==> src/rtl/sign_narrow_if.sv <==
// Valid/ready stream bundle for sign_narrow: 16-bit signed beat in, WIDTH-bit
// narrowed result plus overflow flag out.
interface sign_narrow_if #(
  parameter int WIDTH = 8
);
  logic             in_valid;
  logic             in_ready;
  logic [15:0]      in_data;
  logic             sat_en;
  logic             out_valid;
  logic             out_ready;
  logic [WIDTH-1:0] out_data;
  logic             out_ovf;

  modport master (
    output in_valid, in_data, sat_en, out_ready,
    input  in_ready, out_valid, out_data, out_ovf
  );

  modport slave (
    input  in_valid, in_data, sat_en, out_ready,
    output in_ready, out_valid, out_data, out_ovf
  );
endinterface

==> src/rtl/sign_narrow.sv <==
// Narrows a 16-bit two's-complement stream to WIDTH signed bits with optional
// saturation; one-deep registered output stage plus overflow statistics.
module sign_narrow_core #(
  parameter int WIDTH = 8
) (
  input  logic [15:0]      din,
  input  logic             sat_en,
  output logic [WIDTH-1:0] dout,
  output logic             ovf
);
  localparam int HI_W = 17 - WIDTH;

  // Value fits when every bit from the target sign bit upward is a copy of it.
  logic [HI_W-1:0]  hi;
  logic             fits;
  logic [WIDTH-1:0] max_pos;
  logic [WIDTH-1:0] max_neg;

  assign hi      = din[15:WIDTH-1];
  assign fits    = (&hi) | ~(|hi);
  assign max_pos = {1'b0, {(WIDTH-1){1'b1}}};
  assign max_neg = {1'b1, {(WIDTH-1){1'b0}}};

  always_comb begin
    dout = din[WIDTH-1:0];
    ovf  = ~fits;
    if (!fits && sat_en)
      dout = din[15] ? max_neg : max_pos;
  end
endmodule

module sign_narrow #(
  parameter int WIDTH = 8
) (
  input  logic       clk,
  input  logic       rst,
  sign_narrow_if.slave bus,
  input  logic       clr_count,
  output logic       ovf_sticky,
  output logic [7:0] ovf_count
);
  typedef struct packed {
    logic [WIDTH-1:0] data;
    logic             ovf;
  } res_t;

  res_t res_nxt;
  res_t res_q;
  logic out_vld;
  logic accept;

  sign_narrow_core #(.WIDTH(WIDTH)) u_core (
    .din    (bus.in_data),
    .sat_en (bus.sat_en),
    .dout   (res_nxt.data),
    .ovf    (res_nxt.ovf)
  );

  // Skid-free single stage: refill in the same cycle the consumer drains it.
  assign bus.in_ready  = !out_vld || bus.out_ready;
  assign accept        = bus.in_valid && bus.in_ready;
  assign bus.out_valid = out_vld;
  assign bus.out_data  = res_q.data;
  assign bus.out_ovf   = res_q.ovf;

  always_ff @(posedge clk or posedge rst) begin
    if (rst) begin
      out_vld <= 1'b0;
      res_q   <= '0;
    end else if (accept) begin
      out_vld <= 1'b1;
      res_q   <= res_nxt;
    end else if (bus.out_ready) begin
      out_vld <= 1'b0;
    end
  end

  // Clear takes priority over a coincident overflowing beat.
  always_ff @(posedge clk or posedge rst) begin
    if (rst) begin
      ovf_sticky <= 1'b0;
      ovf_count  <= 8'd0;
    end else if (clr_count) begin
      ovf_sticky <= 1'b0;
      ovf_count  <= 8'd0;
    end else if (accept && res_nxt.ovf) begin
      ovf_sticky <= 1'b1;
      if (ovf_count != 8'hFF)
        ovf_count <= ovf_count + 8'd1;
    end
  end
endmodule
==> src/flat_wrapper.sv <==
// flat-port wrapper written by rule: the top's interface ports become plain ports
module sign_narrow_flat 
#(
  parameter int WIDTH = 8
)
  (clk, rst, clr_count, ovf_sticky, ovf_count, bus_in_valid, bus_in_data, bus_sat_en, bus_out_ready, bus_in_ready, bus_out_valid, bus_out_data, bus_out_ovf);
  sign_narrow_if #(.WIDTH(WIDTH)) bus_i ();
  input  logic clk;
  input  logic rst;
  input  logic clr_count;
  output logic ovf_sticky;
  output logic [7:0] ovf_count;
  input wire logic [$bits(bus_i.in_valid)-1:0] bus_in_valid;
  input wire logic [$bits(bus_i.in_data)-1:0] bus_in_data;
  input wire logic [$bits(bus_i.sat_en)-1:0] bus_sat_en;
  input wire logic [$bits(bus_i.out_ready)-1:0] bus_out_ready;
  output wire logic [$bits(bus_i.in_ready)-1:0] bus_in_ready;
  output wire logic [$bits(bus_i.out_valid)-1:0] bus_out_valid;
  output wire logic [$bits(bus_i.out_data)-1:0] bus_out_data;
  output wire logic [$bits(bus_i.out_ovf)-1:0] bus_out_ovf;
  assign bus_i.in_valid = bus_in_valid;
  assign bus_i.in_data = bus_in_data;
  assign bus_i.sat_en = bus_sat_en;
  assign bus_i.out_ready = bus_out_ready;
  assign bus_in_ready = bus_i.in_ready;
  assign bus_out_valid = bus_i.out_valid;
  assign bus_out_data = bus_i.out_data;
  assign bus_out_ovf = bus_i.out_ovf;
  sign_narrow #(.WIDTH(WIDTH)) u_core (.clk(clk), .rst(rst), .bus(bus_i), .clr_count(clr_count), .ovf_sticky(ovf_sticky), .ovf_count(ovf_count));
endmodule
==> config.mk <==
export PLATFORM = sky130hd
export DESIGN_NAME = sign_narrow_flat
export DESIGN_NICKNAME = d
export VERILOG_FILES = /design/src/rtl/sign_narrow_if.sv /design/src/rtl/sign_narrow.sv /design/src/flat_wrapper.sv
export SDC_FILE = /design/constraint.sdc
export NUM_CORES = 1
export LEC_CHECK = 0
export BUFFER_PORTS_ARGS = -buffer_cell sky130_fd_sc_hd__buf_4
export CAP_MARGIN = 15
export CORE_AREA = 2 2 53 55
export CTS_CLUSTER_DIAMETER = 200
export DETAILED_ROUTE_END_ITERATION = 8
export DIE_AREA = 0 0 55 57
export GPL_ROUTABILITY_DRIVEN = 1
export PLACE_DENSITY_LB_ADDON = 0.12
export SLEW_MARGIN = 40
export SYNTH_ARGS = -nofsm -noshare
export SYNTH_HDL_FRONTEND = slang
export SYNTH_SLANG_ARGS = --single-unit
==> constraint.sdc <==
create_clock -name clk -period 1.6 [get_ports clk]
set_input_delay 0.32 -clock clk [delete_from_list [all_inputs] [get_ports clk]]
set_output_delay 0.32 -clock clk [all_outputs]
set_load 0.01 [all_outputs]
==> results of run 1 <==
==> cell type report <==
| cell class | count | area (µm²) |
|---|---|---|
| inverters | 2 | 7.51 |
| clock inverters | 1 | 5.00 |
| well taps | 31 | 38.8 |
| fillers | 246 | 1020 |
| flip-flops and latches | 19 | 475 |
| multi-input cells | 72 | 607 |
| repair buffers | 58 | 439 |
| clock buffers | 3 | 22.5 |
==> stage by stage <==
| stage | hold WS, ns | total power [mW] | cells |
|---|---|---|---|
| finish | 0.0350 | 1.09 | 186 |
| CTS | 0.0252 | 1.11 | 185 |
| detailed placement | 0.368 | 0.844 | 180 |
| floorplan | 0.271 | 0.689 | 97 |
| global placement | 0.364 | 0.835 | 180 |
| global route | 0.0415 | 1.16 | 186 |
==> registers in the layout, indices dropped and copies added (netlist names) <==
signal / count
u_core.ovf_sticky: 1
u_core.ovf_count: 8
u_core.bus.out_ovf: 1
u_core.bus.out_data: 8
u_core.bus.out_valid: 1
==> worst min-delay path by stage <==
| stage | start | end | slack (ns) | depth (start not counted) |
|---|---|---|---|---|
| finish | rst | u_core.bus.out_valid | 0.04 | 3 |
| global route | rst | u_core.bus.out_valid | 0.04 | 3 |
| CTS | rst | u_core.bus.out_valid | 0.03 | 3 |
| detailed placement | rst | u_core.bus.out_valid | 0.37 | 3 |
| global placement | rst | u_core.bus.out_valid | 0.36 | 3 |
| floorplan | rst | u_core.bus.out_data[0] | 0.27 | 1 |
==> worst max-delay path: stages <==
cell     delay [ns]
buf_4          0.11
or4_4          0.55
nor3_4         0.21
a211o_4        0.17
buf_4          0.12
nor4_4         0.03
mux2_4         0.29
==> cell usage in the layout (no fill, tap or decap), types with 2 or more instances in the layout <==
cell | synthesis | layout
nor2_1 | 5 | 5
a21oi_2 | 0 | 3
a21o_1 | 7 | 7
dfrtp_1 | 19 | 19
inv_1 | 2 | 2
nor3_1 | 2 | 2
a31o_2 | 6 | 6
nor2b_1 | 4 | 4
nand2_1 | 7 | 5
buf_4 | 0 | 57
mux2i_1 | 2 | 2
a31oi_4 | 1 | 2
nand3_1 | 4 | 4
o21ai_0 | 3 | 3
a21oi_1 | 5 | 2
clkbuf_4 | 0 | 3
mux2_4 | 2 | 2
nand4_1 | 2 | 2
nand2b_1 | 4 | 3
or4_4 | 1 | 3
==> metal layers <==
layer / up-vias / share of wire, % / track usage [%] / wire [µm]
met5: - / 0 / 0 / 0
met4: 0 / 0.67 / 6.97 / 17
met3: 2 / 5.6 / 3.66 / 141
met2: 25 / 51 / 29.9 / 1310
met1: 470 / 42 / 24.0 / 1070
li1: 472 / - / - / -
==> cell usage after synthesis (3+ instances only) <==
master,count,area share [%]
o21ai_0,3,1.5
a21oi_1,5,2.5
nor2b_1,4,2.5
dfrtp_1,19,47
nand2b_1,4,2.5
nand3_1,4,2.0
a31o_2,6,5.2
nand2_1,7,2.6
a21o_1,7,5.2
nor2_1,5,1.8
==> kinds of logic after synthesis <==
group           after synthesis  share of synthesized area [%]
simple gates                 39                           22.7
compound gates               27                           20.2
flops                        19                           46.9
fa+ha+maj                     1                           1.23
mux                           5                           6.04
buf+inv                       6                           2.96
==> power by group through the flow <==
stage	Sequential, mW	Clock [mW]	Combinational (mW)
6_report	0.546	0.244	0.301
4_1_cts	0.546	0.260	0.300
2_1_floorplan	0.575	0	0.115
5_1_grt	0.551	0.278	0.329
3_5_place_dp	0.555	0	0.289
3_3_place_gp	0.553	0	0.282
==> what timing repair did <==
action / in CTS / in global routing
cloned: 0 / 0
endpoints found under the setup margin: 10 / 11
setup buffers: 1 / 1
pin swaps: 3 / 2
resized for setup: 6 / 10
hold buffers: 0 / 0
==> flow_metrics.tcl, run 1 <==
set metrics [dict create \
    setup_viol 1 \
    drt_iter0_markers 6 \
    min_path_type "input pin to async pin" \
    postSynth.asyncResetShare_pct 100 \
    dp_slack_ns -0.293 \
    cts_buffers 3 \
    die_w_um 55 \
    avgSynthCellArea_um2 10.5 \
    reg2reg_from "u_core.bus.out_valid" \
    path_clk_slew_ns 0.11 \
    coreArea_mm2 0.00262 \
    worstMarginPinSlew_ns 0.459 \
    synth_seq_cells 19 \
    final_layout_size_suffix_gt1_share_pct 56.8 \
    synth_edf_count 0 \
    p_leak_nw 0.792 \
    netlist_instances 97 \
    nNetsFinal 179 \
    ant_nets 0 \
    timing.final.hold_violations 0 \
    grt_pass1_wl_um 4220 \
    synth_nets 120 \
    maxSlewViolCount 0 \
    place_area_mm2 0.00148 \
    clock_sinks 19 \
    worst_slack_ns -0.0142 \
    r2r.worst_path.cells 6 \
    critical_path_required_ns 1.79 \
    endpoint "u_core.ovf_count[6]" \
    sw_frac_of_total_pct 27.7 \
    io_buffers 41 \
    p_int_uw 788 \
    min_period_over_period_pct 101 \
    max_freq_mhz 619 \
    insertion_delay_ns 0.29 \
    maxSlewHeadroom_pct 69.3 \
    ir_worst_vdd_uv 534 \
    die_h_um 57 \
    reg2reg_slack_ns 0 \
    syn_to_final_growth_pct 57.2 \
    h-tree-depth 1 \
    cts_tree "built" \
    antenna_found_initial 0 \
    syn_area_mm2 0.00101 \
    worstSetupStartpoint "bus_in_data[9]" \
    powerDensity_mw_per_mm2 683 \
    grt.total_usage_pct 18.5 \
    power.share.clock_pct 22.4 \
    path_max_fanout 5 \
    seq_area_frac_synth_pct 46.9 \
    dr.pass1.iters 4 \
    top_level_ports 42 \
    gp_congestion 0.800 \
    skew_ns 0.00212 \
    grt.overflow.total 0 \
    dr_total_vias 969 \
    fin_area_mm2 0.00160 \
    cp-start-kind "input pin" \
    synth-main-ff-cell "dfrtp_1" \
    yosysWarnings 0 \
    drt-total-wl_um 2540 \
    synthDistinctLibCells 34 \
    num_rows 19 \
    cts_max_path_buffers 2 \
    die_area_mm2 0.00314 \
    fin_setup_tns_ns -0.0142 \
    fin_util_pct 61.0 \
    reg2reg_to "u_core.ovf_count[4]" \
    switchingPower_uw 302 \
    maxCapViolations 0 \
    failed_checks "setup timing" \
    hpwlAfterDp_um 1890 \
    p_comb_share_pct 27.6 \
    grt_pass1_vias 973 \
    status "finished with violations" \
    remaining_drc_errors 0 \
    rsz0062_at_grt "yes" \
    diodes 0 \
    path_class "input pin to register" \
    drt-wirelength-per-cell_um 13.7 \
    seq_power_share_pct 50.0 \
    viasPerCell 5.21 \
    endpoint_kind "register" \
    fin_crit_ns 1.61 \
    grt_max_degree 20 \
    initial_utilization_pct 38.8 \
    arrival_ns 1.81 \
    cts_root_buf "clkbuf_4" \
]
(Power assumes the default switching activity.)
==> inputs of run 2 (changes only) <==
Settings changed: CORE_AREA 2 2 53 55 to 2 2 41 71, DIE_AREA 0 0 55 57 to 0 0 43 73, SETUP_SLACK_MARGIN set to 0.15, SKIP_CTS_REPAIR_TIMING set to 1.
==> run 2 against run 1 <==
Worst hold slack improved by 0.056 ns. Register-to-register slack is essentially flat. Total power increased by 8.9%. Highest routed layer unchanged. Critical endpoint is now u_core.ovf_count[4]. The flow still finishes with violations (setup timing). Sequential cell count unchanged.
==> flow_metrics.tcl, run 2 (synthesis gave the netlist of run 1 again) <==
set metrics [dict create \
    min_period_over_period_pct 100 \
    grt_max_degree 20 \
    syn_to_final_growth_pct 64.9 \
    coreArea_mm2 0.00263 \
    cts_root_buf "clkbuf_8" \
    nNetsFinal 182 \
    initial_utilization_pct 38.6 \
    grt_pass1_vias 1017 \
    final_common_cell "buf_4" \
    endpoint_kind "register" \
    maxSlewViolCount 0 \
    p_comb_share_pct 26.5 \
    grtUsageMet1_pct 17.3 \
    path_clk_slew_ns 0.07 \
    seq_power_share_pct 45.8 \
    io_buffers 41 \
    reg2reg_from "u_core.bus.out_valid" \
    setup_viol 1 \
    dr_total_vias 966 \
    die_w_um 43 \
    viasPerCell 5.22 \
    maxSlewHeadroom_pct 78.4 \
    die_area_mm2 0.00314 \
    cts_max_path_buffers 2 \
    sw_frac_of_total_pct 26.0 \
    path_class "register to register" \
    worstMarginPinSlew_ns 0.324 \
    worstSetupStartpoint "u_core.bus.out_valid" \
    drt-total-wl_um 2610 \
    remaining_drc_errors 0 \
    switchingPower_uw 309 \
    timing.final.hold_violations 0 \
    rsz0062_at_grt "yes" \
    grt.total_usage_pct 17.7 \
    fin_util_pct 63.7 \
    insertion_delay_ns 0.25 \
    max_freq_mhz 623 \
    dp_cells 178 \
    failed_checks "setup timing" \
    h-tree-depth 1 \
    maxCapViolations 0 \
    diodes 0 \
    skew_ns 0.00227 \
    fin_crit_ns 1.60 \
    antenna_found_initial 0 \
    final_cells 185 \
    gp_congestion 0.739 \
    num_rows 25 \
    met2_usage_pct 36.0 \
    grt_pass1_wl_um 4300 \
    critical_path_required_ns 1.79 \
    worst_slack_ns -0.00458 \
    top_level_ports 42 \
    status "finished with violations" \
    drt_iter0_markers 22 \
    p_int_uw 878 \
    arrival_ns 1.79 \
    cp-start-kind "register" \
    p_total_mw 1.19 \
    use_met3_pct 2.23 \
    cts_tree "built" \
    hpwlAfterDp_um 2060 \
    grt.overflow.total 0 \
    dr.pass1.iters 2 \
    final_cell_mix "55 x buf_4, 19 x dfrtp_1, 7 x a21o_1, 6 x buf_6" \
    ant_nets 0 \
    ir_worst_vdd_uv 555 \
    p_leak_nw 0.827 \
    clock_sinks 19 \
    powerDensity_mw_per_mm2 710 \
    drt-wirelength-per-cell_um 14.1 \
    min_path_type "input pin to async pin" \
    die_h_um 73 \
    dp_slack_ns -0.291 \
    top_usage_layer "met2" \
    final_layout_size_suffix_gt1_share_pct 57.6 \
    path_max_fanout 5 \
    power.share.clock_pct 27.6 \
    cts_buffers 3 \
]
run 2: changes by cell type in the layout (fill, tap and decap cells not counted), sizes merged:
cell / before / now
buf: 58 / 61
run 2: stage by stage:
step           cell area, µm²  setup TNS [ns]  hold WS (ns)
2_1_floorplan            1040          -0.316         0.271
3_3_place_gp             1490           -2.66         0.364
3_5_place_dp             1490           -3.03         0.372
4_1_cts                  1540          -0.442        0.0940
5_1_grt                  1670         -0.0868         0.105
6_report                 1670        -0.00458        0.0913
run 2: layout make-up:
class,instances,area [µm²]
multi-input combinational,72,629
sequential,19,475
clock inverter,1,5.00
timing repair buffer,61,480
clock buffer,3,41.3
fill,246,955
tap,27,33.8
inverter,2,7.51
run 2: power groups by stage:
stage               Clock, mW  Combinational [mW]  Sequential, mW
floorplan                   0               0.115           0.575
CTS                     0.347               0.294           0.544
detailed placement          0               0.293           0.553
global route            0.364               0.342           0.549
finish                  0.328               0.315           0.544
global placement            0               0.286           0.552
run 2: critical path: stages, from the launching register on:
cell and delay (ns):
dfrtp_1 0.41, nand2b_4 0.09, nand2_4 0.05, a211o_4 0.31, buf_6 0.13, or4_4 0.41
a21oi_2 0.14
run 2: routing by layer:
metal,vias up,wire length (µm),share of wire (%)
li1,480,-,-
met1,462,948,36
met2,22,1530,59
met3,2,110,4.2
met4,0,18,0.69
met5,-,0,0
run 2: worst paths after layout:
check,endpoint,slack [ns],cells past startpoint
min reg2reg,u_core.bus.out_data[7],0.48,2
max,u_core.ovf_count[4],-0.005,6
max reg2reg,u_core.ovf_count[4],-0.005,6
max in group asynchronous,u_core.bus.out_data[3],1.31,3
min in group clk,u_core.bus.out_valid,0.29,2
min,u_core.bus.out_ovf,0.09,3
==> inputs of run 3 (changes only) <==
Settings changed: CORE_AREA 2 2 41 71 to 2 2 49 51, DIE_AREA 0 0 43 73 to 0 0 51 53, SETUP_SLACK_MARGIN 0.15 to 0.4, SLEW_MARGIN 40 to 20.
Clock period 1.6 ns to 2.1 ns, I/O delays scaled along.
==> run 3 against run 2 <==
The run now ends clean. Non-clock buffer count fell by 17. Combinational power shrank 34%. Die area decreased by 14%. Clock power shrank 43%. Global-route usage is 1.5 points higher. Utilization is 4.4 points higher. Sequential cell count unchanged. Via count is 0.83% lower. Total power decreased by 31%. Sequential share of layout area is 4.1 points higher. First-iteration DRC count fell by 27%. Critical endpoint is now u_core.ovf_count[0]. Largest power group unchanged. Highest routed layer unchanged.
==> flow_metrics.tcl, run 3 (synthesis gave the netlist of run 1 again) <==
set metrics [dict create \
    status "finished clean" \
    arrival_ns 1.85 \
    place_area_mm2 0.00136 \
    endpoint_kind "register" \
    fin_crit_ns 1.66 \
    grt_pass1_wl_um 3870 \
    grt_max_degree 20 \
    min_period_over_period_pct 79.0 \
    p_total_uw 813 \
    final_layout_size_suffix_gt1_share_pct 50.7 \
    cts_max_path_buffers 2 \
    cts_buffers 3 \
    grt.overflow.total 0 \
    dr.max_layer_used "met4" \
    dr_total_vias 958 \
    grt_pass1_vias 895 \
    drt-total-wl_um 2520 \
    antenna_found_initial 0 \
    ant_nets 0 \
    diodes 0 \
    fillers 173 \
    insertion_delay_ns 0.29 \
    final_cell_mix "44 x buf_4, 19 x dfrtp_1, 7 x a21o_1, 6 x nand2_1, 6 x a31o_2" \
    skew_ns 0.00361 \
    worstMarginPinSlew_ns 0.707 \
    max_freq_mhz 602 \
    cts_tree "built" \
    num_rows 17 \
    cp-start-kind "input pin" \
    met3_length_um 195 \
    fin_area_mm2 0.00146 \
    dr_wl_met2_um 1250 \
    drt_iter0_markers 16 \
    drt-wirelength-per-cell_um 14.8 \
    top_level_ports 42 \
    clock_sinks 19 \
    path_max_fanout 5 \
    viasPerCell 5.64 \
    grt.total_usage_pct 19.2 \
    io_buffers 41 \
    wl_met1_um 1040 \
    min_path_type "input pin to async pin" \
    path_clk_slew_ns 0.11 \
    rsz0062_at_grt "no" \
    fin_util_pct 68.1 \
    initial_utilization_pct 47.2 \
    final_common_cell "buf_4" \
    maxCapViolations 0 \
    h-tree-depth 1 \
    setup_viol 0 \
    nNetsFinal 166 \
    maxSlewViolCount 0 \
    maxSlewHeadroom_pct 52.8 \
    cts_root_buf "clkbuf_4" \
    syn_to_final_growth_pct 44.1 \
    path_class "input pin to register" \
    r2r.worst_path.cells 4 \
    p_leak_nw 0.718 \
    critical_path_required_ns 2.29 \
    hpwlAfterDp_um 1760 \
    gp_congestion 0.777 \
    ir_worst_vdd_uv 400 \
    timing.final.hold_violations 0 \
    remaining_drc_errors 0 \
    fin_setup_tns_ns 0 \
    dr.pass1.iters 4 \
    powerDensity_mw_per_mm2 556 \
    die_area_mm2 0.00270 \
    coreArea_mm2 0.00215 \
    die_h_um 53 \
    die_w_um 51 \
]
-- run 3: stage by stage --
stage	hold slack [ns]	setup WS (ns)	cells
2_1_floorplan	0.371	0.249	97
3_3_place_gp	0.463	0.0938	164
3_5_place_dp	0.477	0.0881	164
4_1_cts	0.240	0.296	168
5_1_grt	0.287	0.376	170
6_report	0.229	0.440	170
-- run 3: worst paths after layout --
check	startpoint	end	slack, ns
max in group asynchronous	rst	u_core.bus.out_data[2]	1.43
hold reg to reg	u_core.bus.out_ovf	u_core.bus.out_ovf	0.51
min in group clk	bus_in_valid	u_core.bus.out_valid	0.34
hold / removal	rst	u_core.ovf_count[4]	0.23
setup / recovery	bus_in_data[9]	u_core.ovf_count[0]	0.44
setup reg to reg	u_core.ovf_count[4]	u_core.ovf_count[4]	0.47
-- run 3: metal layers --
layer	up-vias	GRT usage, %
met2	47	35.1
met1	448	21.9
met5	-	0
met4	0	7.21
met3	8	3.95
li1	455	-
-- run 3: critical path: stages --
cell and delay (ns):
buf_4 0.12, or4_4 0.55, nor3_4 0.22, a211o_4 0.18, a31oi_4 0.05, mux2_4 0.31
-- run 3: final cells by class --
type                       count  area [µm²]  share of cell area (%)
inverter                       2        7.51                   0.513
tap                           28        35.0                    2.40
clock inverter                 1        5.00                   0.342
sequential                    19         475                    32.5
clock buffer                   3        22.5                    1.54
timing repair buffer          44         330                    22.6
multi-input combinational     73         587                    40.1
-- run 3: report_power, final --
part	switching [mW]	internal, mW
registers	0.0211	0.397
clock network	0.115	0.0708
logic	0.0910	0.118
